**config.mk**
```make
export PLATFORM = sky130hd
export DESIGN_NAME = adder_operand_sequencer
export DESIGN_NICKNAME = d
export VERILOG_FILES = /design/src/rtl/adder_pkg.sv /design/src/rtl/btn_debounce.sv /design/src/rtl/adder_operand_sequencer.sv
export SDC_FILE = /design/constraint.sdc
export NUM_CORES = 1
export LEC_CHECK = 0
export ABC_AREA = 1
export ABC_CLOCK_PERIOD_IN_PS = 1380
export CORE_ASPECT_RATIO = 1.5
export CORE_UTILIZATION = 40
export CTS_CLUSTER_DIAMETER = 40
export DETAILED_ROUTE_END_ITERATION = 16
export GPL_TIMING_DRIVEN = 0
export PLACE_DENSITY = 0.74
export SLEW_MARGIN = 0
export SYNTH_ARGS = -nofsm -noshare
export SYNTH_HDL_FRONTEND = slang
export SYNTH_SLANG_ARGS = --single-unit
```
**constraint.sdc**
```tcl
create_clock -name clk -period 1.38 [get_ports clk]
set_input_delay 0.276 -clock clk [delete_from_list [all_inputs] [get_ports clk]]
set_output_delay 0.276 -clock clk [all_outputs]
set_load 0.1 [all_outputs]
```
**src/rtl/adder_pkg.sv**
```systemverilog
// Shared types and defaults for the adder operand sequencer: FSM state encoding
// and the default operand width / debounce length.
package adder_pkg;

  localparam int DEFAULT_WIDTH           = 3;
  localparam int DEFAULT_DEBOUNCE_CYCLES = 16;

  // Encodings are shown on LEDs, so they are fixed rather than left to the tool.
  typedef enum logic [2:0] {
    LOAD_A   = 3'd0,
    LOAD_B   = 3'd1,
    SETTLE   = 3'd2,
    SHOW     = 3'd3,
    SELFTEST = 3'd4
  } state_t;

endpackage

```
**src/rtl/btn_debounce.sv**
```systemverilog
// Push-button conditioner: 2-flop synchronizer, stability counter and a one-cycle
// pulse on each accepted rising level.
module btn_debounce
  import adder_pkg::*;
#(
  parameter int DEBOUNCE_CYCLES = DEFAULT_DEBOUNCE_CYCLES
) (
  input  logic clk,
  input  logic rst_n,
  input  logic btn,
  output logic press
);

  localparam int CNT_W = $clog2(DEBOUNCE_CYCLES);

  logic [1:0]       sync_q;
  logic [CNT_W-1:0] cnt;
  logic             stable;
  logic             stable_d;

  // NOTE: every register here is written with <= so all flops sample the values
  // from before the edge; blocking assignments would collapse the synchronizer chain.
  always_ff @(posedge clk or negedge rst_n) begin
    if (!rst_n) begin
      sync_q   <= '0;
      cnt      <= '0;
      stable   <= 1'b0;
      stable_d <= 1'b0;
    end else begin
      sync_q   <= {sync_q[0], btn};
      stable_d <= stable;
      if (sync_q[1] == stable) begin
        cnt <= '0;
      end else if (cnt == CNT_W'(DEBOUNCE_CYCLES - 1)) begin
        // Level differed from the accepted one for DEBOUNCE_CYCLES cycles.
        stable <= sync_q[1];
        cnt    <= '0;
      end else begin
        cnt <= cnt + 1'b1;
      end
    end
  end

  // Both terms are flops in this clock domain, so the pulse is glitch-free.
  assign press = stable & ~stable_d;

endmodule

```
**src/rtl/adder_operand_sequencer.sv**
```systemverilog
// Clocked front-end for an external ripple adder: loads A, B and carry-in from
// switches on debounced presses and registers the adder result for display.
// Optional built-in sweep self-test is enabled by defining OPSEQ_SELFTEST_EN.
module adder_operand_sequencer
  import adder_pkg::*;
#(
  parameter int WIDTH           = DEFAULT_WIDTH,
  parameter int DEBOUNCE_CYCLES = DEFAULT_DEBOUNCE_CYCLES
) (
  input  logic             clk,
  input  logic             rst_n,
  input  logic [WIDTH-1:0] sw_in,
  input  logic             cin_sw,
  input  logic             btn_next,
  input  logic             selftest_start,
  output logic [WIDTH-1:0] a_out,
  output logic [WIDTH-1:0] b_out,
  output logic             cin_out,
  input  logic [WIDTH-1:0] sum_in,
  input  logic             cout_in,
  output logic [WIDTH:0]   result_out,
  output logic             result_valid,
  output logic [2:0]       state_out,
  output logic             selftest_done,
  output logic             selftest_err
);

  state_t state;
  logic   press;

  btn_debounce #(
    .DEBOUNCE_CYCLES (DEBOUNCE_CYCLES)
  ) u_btn_debounce (
    .clk   (clk),
    .rst_n (rst_n),
    .btn   (btn_next),
    .press (press)
  );

`ifdef OPSEQ_SELFTEST_EN
  localparam int VEC_W = 2 * WIDTH + 1;

  logic [VEC_W-1:0] vec;
  logic             check_phase;
  logic [WIDTH:0]   ref_sum;

  assign ref_sum = (WIDTH+1)'(a_out) + (WIDTH+1)'(b_out) + (WIDTH+1)'(cin_out);
`else
  logic unused_selftest_start;
  assign unused_selftest_start = selftest_start;
  assign selftest_done         = 1'b0;
  assign selftest_err          = 1'b0;
`endif

  always_ff @(posedge clk or negedge rst_n) begin
    if (!rst_n) begin
      state        <= LOAD_A;
      a_out        <= '0;
      b_out        <= '0;
      cin_out      <= 1'b0;
      result_out   <= '0;
      result_valid <= 1'b0;
`ifdef OPSEQ_SELFTEST_EN
      vec           <= '0;
      check_phase   <= 1'b0;
      selftest_done <= 1'b0;
      selftest_err  <= 1'b0;
`endif
    end else begin
      case (state)
        LOAD_A: begin
`ifdef OPSEQ_SELFTEST_EN
          // A start request takes priority over a coincident press.
          if (selftest_start) begin
            state         <= SELFTEST;
            vec           <= '0;
            check_phase   <= 1'b0;
            selftest_done <= 1'b0;
            selftest_err  <= 1'b0;
          end else
`endif
          if (press) begin
            a_out <= sw_in;
            state <= LOAD_B;
          end
        end
        LOAD_B: begin
          if (press) begin
            b_out   <= sw_in;
            cin_out <= cin_sw;
            state   <= SETTLE;
          end
        end
        SETTLE: begin
          // Operands have been stable for a full cycle; capture the adder.
          result_out   <= {cout_in, sum_in};
          result_valid <= 1'b1;
          state        <= SHOW;
        end
        SHOW: begin
          if (press) begin
            result_valid <= 1'b0;
            state        <= LOAD_A;
          end
        end
`ifdef OPSEQ_SELFTEST_EN
        SELFTEST: begin
          if (!check_phase) begin
            {cin_out, b_out, a_out} <= vec;
            check_phase             <= 1'b1;
          end else begin
            if ({cout_in, sum_in} != ref_sum) begin
              selftest_err <= 1'b1;
            end
            check_phase <= 1'b0;
            if (&vec) begin
              selftest_done <= 1'b1;
              state         <= LOAD_A;
            end else begin
              vec <= vec + 1'b1;
            end
          end
        end
`endif
        default: state <= LOAD_A;
      endcase
    end
  end

  assign state_out = state;

endmodule
```
==> run metrics, run 1 <==
Hold WS 0.365 ns; largest cells by area after synthesis dfrtp_1, nand2_1, ha_1, mux2_2, inv_1; CTS clk-pin slew, worst paths 0.13 ns; Tcrit/Tclk final 96.8%; Synth async-reset ratio 100%; core area 2290 um^2; IO buf count 24; status finished clean; PD cells 2110 nW/um^2; vias per cell 4.69; Post-synth top cells nand2_1, dfrtp_1, inv_1, nor2_1; Remaining DRCs 0; global-route wire length before repair 3130 um; crit-path max cell delay 0.54 ns; count of pins over their slew limit 0; post-synthesis instance total 101; total of warnings raised by yosys 0; number of flops mapped to enable cells by yosys 0; Routed WL 1810 um; Routed wire per std cell 11.7 um; count of final setup violators 0; Max Cap Viol 0; Setup Fix Bufs, Post-CTS 0; most common cell in the synthesized netlist nand2_1; required time worst endpoint 1.10 ns; largest family of logic cells by synthesized area simple AND/OR/NAND/NOR gates; CP bufs+invs 1; cts-stage hold buffer count 0; GRT Util Overall 15.2%; design area 1300 um^2; most common flop cell mapped by yosys dfrtp_1; DP Wirelength 1330 um; Max Clock Freq 748 MHz; simple-gate portion of the synthesized area 23.2%; clock tree root driver cell clkbuf_4; post-synth top area cell dfrtp_1; synthesized area 980 um^2; CP endpoint kind output pin; peak supply drop 0.942 mV; total gr overflow 0; critical path's top delay family flip-flops; multiplexer area fraction after synthesis 4.60%; Yosys reg bits 22; CP Class register to output pin; Num Clock Sinks 22; CP max FO 5; P&R area growth vs syn 32.8%; share of layout cells above drive strength 1 26.7%; sequential area share after synthesis 56.2%; area post-placement 1280 um^2; CTS tree yes; first-pass iteration count of the detailed router 4; Compound-Gate Fraction of Synth Area 1.53%; largest net degree at the start of global routing 23; post-route ant nets 0; Top Ports 29; Final min period 1.34 ns; Hold Fails Final Rpt 0; DR vias 722; Static Leak 0.621 nW; Initial Utilization 42.9%; vias in the first global route 773; Initial DRC Count 22; Num CTS Buffers 3; area of the multi-input gates 383 um^2; CTS Buffer Depth 2; Synth Area in Adders 6.39%; die area 2660 um^2; Slew @ Worst Pin 0.943 ns; GP Congestion 0.667; Die X 42.4 um; slowest CP cell dfrtp_4; critical path arrival 1.06 ns; Slew HR 36.9%; Synth Area in XOR/XNOR 0.894%; H-tree Lvls 1; initial antenna violation count 0; crit start category register; diodes inserted 0; worst skew pair latency 0.32 ns; top-area cell type share of the netlist area 56.2%; Hold Path Class register to register; nets@finish 149; RSZ-0062 raised after global routing false; die height 62.6 um; row count 21; number of fill cells 214; worst clock skew 0.00973 ns; Cell variety after synth 17; register area 558 um^2; crit-path cells buf_6; post_cts resized 81; average size of a mapped cell 9.70 um^2
## stage by stage
stage / utilization, % / setup slack [ns] / total power [mW] / TNS [ns] / instances
2_1_floorplan: - / 0.0157 / 1.96 / 0 / 103
3_3_place_gp: 55.8 / -0.471 / 2.25 / -7.38 / 150
3_5_place_dp: 55.8 / -0.467 / 2.27 / -8.01 / 150
4_1_cts: 56.3 / 0.000701 / 2.72 / 0 / 154
5_1_grt: 56.9 / 0.000487 / 2.87 / 0 / 154
6_report: 56.9 / 0.0436 / 2.74 / 0 / 154
## path summary, 6_finish.rpt
kind | from | end | slack, ns | cells after the start
min reg2reg | u_btn_debounce.sync_q[0]$_DFF_PN0_ | u_btn_debounce.sync_q[1]$_DFF_PN0_ | 0.37 | 0
min | u_btn_debounce.sync_q[0]$_DFF_PN0_ | u_btn_debounce.sync_q[1]$_DFF_PN0_ | 0.37 | 0
max reg2reg | state_out[1]$_DFFE_PN0P_ | state_out[1]$_DFFE_PN0P_ | 0.06 | 7
min in group asynchronous | rst_n | cin_out$_DFFE_PN0P_ | 0.47 | 1
max in group asynchronous | rst_n | state_out[1]$_DFFE_PN0P_ | 0.24 | 1
max | state_out[1]$_DFFE_PN0P_ | state_out[1] | 0.04 | 1
## metal layers
| metal | vias to the layer above | global-route usage, % | wire length [um] |
|---|---|---|---|
| met3 | 4 | 2.02 | 67 |
| li1 | 362 | - | - |
| met5 | - | 0 | 0 |
| met1 | 336 | 17.0 | 711 |
| met4 | 0 | 7.81 | 32 |
| met2 | 20 | 27.1 | 995 |
## cells by family (layout without fill, tap and decap cells)
kind of cell | Yosys count | after routing
AO/OA/AOI/OAI | 3 | 3
XOR/XNOR | 1 | 1
adder cells (fa/ha/maj) | 5 | 5
buffers and inverters | 14 | 42
flip-flops | 22 | 22
multiplexers | 4 | 4
other | 1 | 3
AND/OR/NAND/NOR | 51 | 51
## state kept, by name, summed over array words and instances, names as in the netlist
name / count
cin_out: 1
u_btn_debounce.sync_q: 2
a_out: 3
state_out: 2
u_btn_debounce.stable_d: 1
u_btn_debounce.cnt: 4
result_valid: 1
u_btn_debounce.stable: 1
b_out: 3
result_out: 4
## cells in the final DEF, fill, tap and decap left out, drive strengths merged
| master | count |
|---|---|
| nand2 | 36 |
| clkdlybuf4s50 | 10 |
| bufinv | 1 |
| buf | 13 |
| clkbuf | 7 |
| nand4 | 1 |
| xnor2 | 1 |
| a21oi | 2 |
| mux2 | 4 |
| o21ai | 1 |
| conb | 3 |
| inv | 11 |
| nand3 | 5 |
| dfrtp | 22 |
| ha | 5 |
| nor2 | 9 |
## power breakdown
| group | internal, mW | switching [mW] |
|---|---|---|
| Sequential | 0.770 | 0.0952 |
| Combinational | 0.357 | 1.02 |
| Clock | 0.294 | 0.206 |
## layout make-up
class	instances	share of cell area [%]
plain buffers	3	1.73
clock buffers	3	1.73
clock inverters	1	2.31
inverters	11	3.37
multi-input cells	67	29.4
flip-flops and latches	22	42.9
well taps	23	2.21
repair buffers	24	16.3
Note: power is estimated with default switching activity, not from simulation.
==> inputs of run 2 (changes only) <==
--- a/config.mk
+++ b/config.mk
@@ -11,8 +11,10 @@
 export CORE_UTILIZATION = 40
 export CTS_CLUSTER_DIAMETER = 40
 export DETAILED_ROUTE_END_ITERATION = 16
+export DONT_BUFFER_PORTS = 1
+export GPL_ROUTABILITY_DRIVEN = 1
 export GPL_TIMING_DRIVEN = 0
-export PLACE_DENSITY = 0.74
+export PLACE_DENSITY = 0.58
 export SLEW_MARGIN = 0
 export SYNTH_ARGS = -nofsm -noshare
 export SYNTH_HDL_FRONTEND = slang
==> run 2 against run 1 <==
The flow now finishes with violations (setup timing). Sequential cell count is the same. Clock-buffer cell count grew 1. Final cell count shrank 14%. Wire length shrank 12%. Via count shrank 8.2%. Combinational power shrank 48%. Critical path type is now register to register. Largest cell class unchanged.
==> run metrics, run 2 (synthesis gave the netlist of run 1 again) <==
Slew HR 35.9% (-0.99 points); critical path's top delay family flip-flops; share of layout cells above drive strength 1 37.3% (+11 points); crit-path max cell delay 0.67 ns (+0.13 ns); vias in the first global route 678 (-12%); Hold Path Class primary input to register; Worst Slack Setup Final -0.0324 ns (-0.0760 ns); largest net degree at the start of global routing 23 (unchanged); Max Cap Viol 0 (unchanged); slowest CP cell dfrtp_4; Max Clock Freq 708 MHz (-5.4%); global-route wire length before repair 2820 um (-9.7%); worst clock skew 0.00717 ns (-0.00256 ns); core area 2290 um^2 (unchanged); GRT Util Overall 14.2% (-1.1 points); Num CTS Buffers 3 (unchanged); Routed WL 1600 um (-12%); Static Leak 0.544 nW (-12%); Top Ports 29 (unchanged); CP bufs+invs 1 (unchanged); commonest non-fill, non-tap cells in the layout nand2_1, dfrtp_2, inv_1, dfrtp_1, nor2_1; crit-path cells inv_4 > ha_4 > mux2_4; TNS Setup -0.125 ns (-0.125 ns); crit path from state_out[0]$_DFFE_PN0P_; CP endpoint kind register; CP max FO 6 (+1); CTS clk-pin slew, worst paths 0.12 ns (about the same); biggest registers after layout result_out x4, u_btn_debounce.cnt x4; GP Congestion 0.783 (+17%); Non-Filler Instances 133 (-14%); row count 21 (unchanged); P&R area growth vs syn 21.6%; post-route ant nets 0 (unchanged); die height 62.6 um (unchanged); H-tree Lvls 1 (unchanged); Crit path depth 3 (+2); Slew @ Worst Pin 0.961 ns (+0.0178 ns); critical path arrival 1.62 ns (+0.56 ns); die area 2660 um^2 (unchanged); Final min period 1.41 ns (+0.0760 ns); diodes inserted 0 (unchanged); Initial Utilization 42.9% (unchanged); area post-placement 1040 um^2 (-19%); Hold Fails Final Rpt 0 (unchanged); count of final setup violators 4 (+4); first-pass iteration count of the detailed router 3 (-1); Tcrit/Tclk final 102% (+5.5 points); CP Class register to register; worst r2r path cells 3 (-4); Worst R2R End result_out[1]$_DFFE_PN0P_; most common cell after layout, fill and taps aside nand2_1; DP Wirelength 1190 um (-10%); count of pins over their slew limit 0 (unchanged); violated checks setup timing; CTS tree yes; reg2reg start state_out[0]$_DFFE_PN0P_; PD cells 2240 nW/um^2 (+6.3%); IO buf count 0 (-100%); DR vias 663 (-8.2%); Die X 42.4 um (unchanged); peak supply drop 1.12 mV (+19%); status finished, violations left; CTS Buffer Depth 2 (unchanged); initial antenna violation count 0 (unchanged); Routed wire per std cell 12.0 um (+2.4%); Initial DRC Count 10 (-55%); design area 1190 um^2 (-8.5%); R2R setup slack -0.03 ns (-0.09 ns); required time worst endpoint 1.58 ns (+0.48 ns); CP endpoint result_out[1]$_DFFE_PN0P_; Num Clock Sinks 22 (unchanged); Remaining DRCs 0 (unchanged); RSZ-0062 raised after global routing true; Placed Cells 126 (-16%); vias per cell 4.98 (+6.3%); worst skew pair latency 0.30 ns (-0.02 ns); total gr overflow 0 (unchanged); Final Util 52.1% (-4.8 points); crit start category register; clock tree root driver cell clkbuf_4; nets@finish 128 (-14%)
run 2: area by class of cell:
cell class / instances / area (um^2)
plain buffers: 3 / 22.5
inverters: 11 / 48.8
flip-flops and latches: 22 / 573
clock buffers: 4 / 36.3
multi-input cells: 67 / 448
fillers: 217 / 1090
repair buffers: 3 / 33.8
well taps: 23 / 28.8
run 2: timing repair:
item	4_1_cts	5_1_grt
buffers inserted	0	1
endpoints found under the setup margin	25	24
pin swaps	0	5
hold buffers	2	0
hold endpoints to repair	23	0
gates resized for setup	18	13
run 2: where the power goes:
part / internal (mW) / switching (mW) / total, mW
Clock: 0.161 / 0.190 / 0.351
Combinational: 0.367 / 0.350 / 0.717
Sequential: 0.773 / 0.826 / 1.60
Total: 1.30 / 1.37 / 2.67
run 2: through the flow:
step	hold slack (ns)	setup slack [ns]	total power, mW
finish	0.0773	-0.0324	2.67
global route	0.0536	-0.0700	2.82
CTS	0.0729	-0.0325	2.48
detailed placement	-0.0191	-0.0751	2.04
global placement	-0.0192	-0.0522	2.03
floorplan	-0.0196	0.0157	1.96
run 2: worst min-delay path by stage:
stage	startpoint	to	slack, ns	depth (start not counted)
floorplan	rst_n	a_out[0]$_DFFE_PN0P_	-0.02	0
global placement	rst_n	result_out[0]$_DFFE_PN0P_	-0.02	0
detailed placement	rst_n	result_out[0]$_DFFE_PN0P_	-0.02	0
CTS	sw_in[1]	a_out[1]$_DFFE_PN0P_	0.07	2
global route	sw_in[1]	a_out[1]$_DFFE_PN0P_	0.05	2
finish	sw_in[1]	a_out[1]$_DFFE_PN0P_	0.08	2
run 2: metal layers:
| layer | share of wire (%) | global-route usage [%] | vias up |
|---|---|---|---|
| met5 | 0 | 0 | - |
| li1 | - | - | 321 |
| met1 | 40 | 16.3 | 314 |
| met4 | 1.1 | 7.03 | 0 |
| met3 | 5.4 | 4.62 | 2 |
| met2 | 54 | 23.1 | 26 |
==> inputs of run 3 (changes only) <==
--- a/config.mk
+++ b/config.mk
@@ -15,6 +15,7 @@
 export GPL_ROUTABILITY_DRIVEN = 1
 export GPL_TIMING_DRIVEN = 0
 export PLACE_DENSITY = 0.58
+export SKIP_LAST_GASP = 1
 export SLEW_MARGIN = 0
 export SYNTH_ARGS = -nofsm -noshare
 export SYNTH_HDL_FRONTEND = slang
==> run 3 against run 2 <==
The flow still finishes with violations (setup timing). Total power fell by 0.97%. First-iteration DRC count fell by 30%. Clock skew rose by 0.0017 ns. Largest cell class unchanged. Highest routed layer unchanged.
==> run metrics, run 3 (synthesis gave the netlist of run 1 again) <==
status finished, violations left; violated checks setup timing; Hold Path Class primary input to register; Hold WS 0.0795 ns (+0.00220 ns); Slew HR 36.8% (+0.90 points); CTS tree yes; critical path arrival 1.61 ns (about the same); RSZ-0062 raised after global routing true; Placed Cells 126 (unchanged); worst skew pair latency 0.30 ns (about the same); Remaining DRCs 0 (unchanged); Slew @ Worst Pin 0.948 ns (-0.0136 ns); commonest non-fill, non-tap cells in the layout nand2_1, dfrtp_2, inv_1, dfrtp_1, nor2_1; TNS Setup -0.120 ns (+0.00580 ns); DP Wirelength 1190 um (unchanged); required time worst endpoint 1.58 ns (about the same); most common cell after layout, fill and taps aside nand2_1; share of layout cells above drive strength 1 37.3% (unchanged); initial antenna violation count 0 (unchanged); P&R area growth vs syn 21.2%; design area 1190 um^2 (-0.31%); worst r2r path cells 3 (unchanged); R2R setup slack -0.03 ns (about the same); H-tree Lvls 1 (unchanged); vias per cell 4.97 (-0.30%); Routed WL 1570 um (-2.0%); nets@finish 128 (unchanged); CP Class register to register; DR vias 661 (-0.30%); CTS clk-pin slew, worst paths 0.12 ns (about the same); PD cells 2220 nW/um^2 (-0.65%); Final min period 1.41 ns (-0.00143 ns); Initial DRC Count 7 (-3); diodes inserted 0 (unchanged); reg2reg start state_out[0]$_DFFE_PN0P_; core area 2290 um^2 (unchanged); Tcrit/Tclk final 102% (-0.10 points); first-pass iteration count of the detailed router 3 (unchanged); Worst R2R End result_out[1]$_DFFE_PN0P_; count of final setup violators 4 (unchanged); Die X 42.4 um (unchanged); Num CTS Buffers 3 (unchanged); Pwr Total 2.64 mW (-0.97%); CP endpoint result_out[1]$_DFFE_PN0P_; GRT Util Overall 14.2% (unchanged); Max Clock Freq 709 MHz (+0.10%); die area 2660 um^2 (unchanged); row count 21 (unchanged); CP max FO 6 (unchanged); Num Clock Sinks 22 (unchanged); IO buf count 0 (unchanged); biggest registers after layout result_out x4, u_btn_debounce.cnt x4; crit path from state_out[0]$_DFFE_PN0P_; GP Congestion 0.783 (unchanged); CTS Buffer Depth 2 (unchanged); Place WS -0.0751 ns (unchanged); Routed wire per std cell 11.8 um (-2.0%); count of pins over their slew limit 0 (unchanged); worst clock skew 0.00884 ns (+0.00167 ns); global-route wire length before repair 2820 um (unchanged); area post-placement 1040 um^2 (unchanged); Initial Utilization 42.9% (unchanged); clock tree root driver cell clkbuf_4; Top Ports 29 (unchanged); Max Cap Viol 0 (unchanged); total gr overflow 0 (unchanged); Worst Slack Setup Final -0.0310 ns (+0.00143 ns); CP endpoint kind register; vias in the first global route 678 (unchanged); crit start category register; peak supply drop 1.12 mV (-0.10%); Final Util 51.9% (-0.16 points); Non-Filler Instances 133 (unchanged); Static Leak 0.543 nW (-0.21%); post-route ant nets 0 (unchanged); largest net degree at the start of global routing 23 (unchanged); Hold Fails Final Rpt 0 (unchanged); die height 62.6 um (unchanged)
-- run 3: cell counts in the layout (fill, tap and decap cells not counted) --
Identical to the previous run, type by type.
-- run 3: power breakdown --
part | switching (mW) | internal, mW
clock | 0.185 | 0.161
combinational | 0.341 | 0.355
sequential | 0.826 | 0.773
-- run 3: how the worst min path moves through the flow --
stage,slack (ns),from,cells after the start,to
6_report,0.08,sw_in[1],2,a_out[1]$_DFFE_PN0P_
5_1_grt,0.05,sw_in[1],2,a_out[1]$_DFFE_PN0P_
4_1_cts,0.07,sw_in[1],2,a_out[1]$_DFFE_PN0P_
3_5_place_dp,-0.02,rst_n,0,result_out[0]$_DFFE_PN0P_
3_3_place_gp,-0.02,rst_n,0,result_out[0]$_DFFE_PN0P_
2_1_floorplan,-0.02,rst_n,0,a_out[0]$_DFFE_PN0P_
-- run 3: per-layer routing --
metal  vias up  global-route usage, %  part of all wire, %
met4         0                   7.03                  1.1
met1       316                   16.3                   42
met2        22                   23.1                   52
met3         2                   4.62                  4.9
met5         -                      0                    0
li1        321                      -                    -
-- run 3: layout make-up --
type                            count  area, um^2
Buffer                              3        22.5
Clock buffer                        4        36.3
Fill cell                         215        1100
Inverter                           11        48.8
Multi-Input combinational cell     67         448
Sequential cell                    22         573
Tap cell                           23        28.8
Timing Repair Buffer                3        30.0
-- run 3: repair_timing --
action | CTS | global route
hold endpoints to repair | 23 | 0
cloned | 0 | 0
resized for setup | 18 | 12
setup endpoints to repair | 25 | 24
hold buffers | 2 | 0
setup buffers | 0 | 1
pin swaps | 0 | 5
-- run 3: critical path, stage by stage (launching register included) --
cell	delay (ns)
dfrtp_4	0.67
inv_4	0.14
ha_4	0.19
mux2_4	0.31
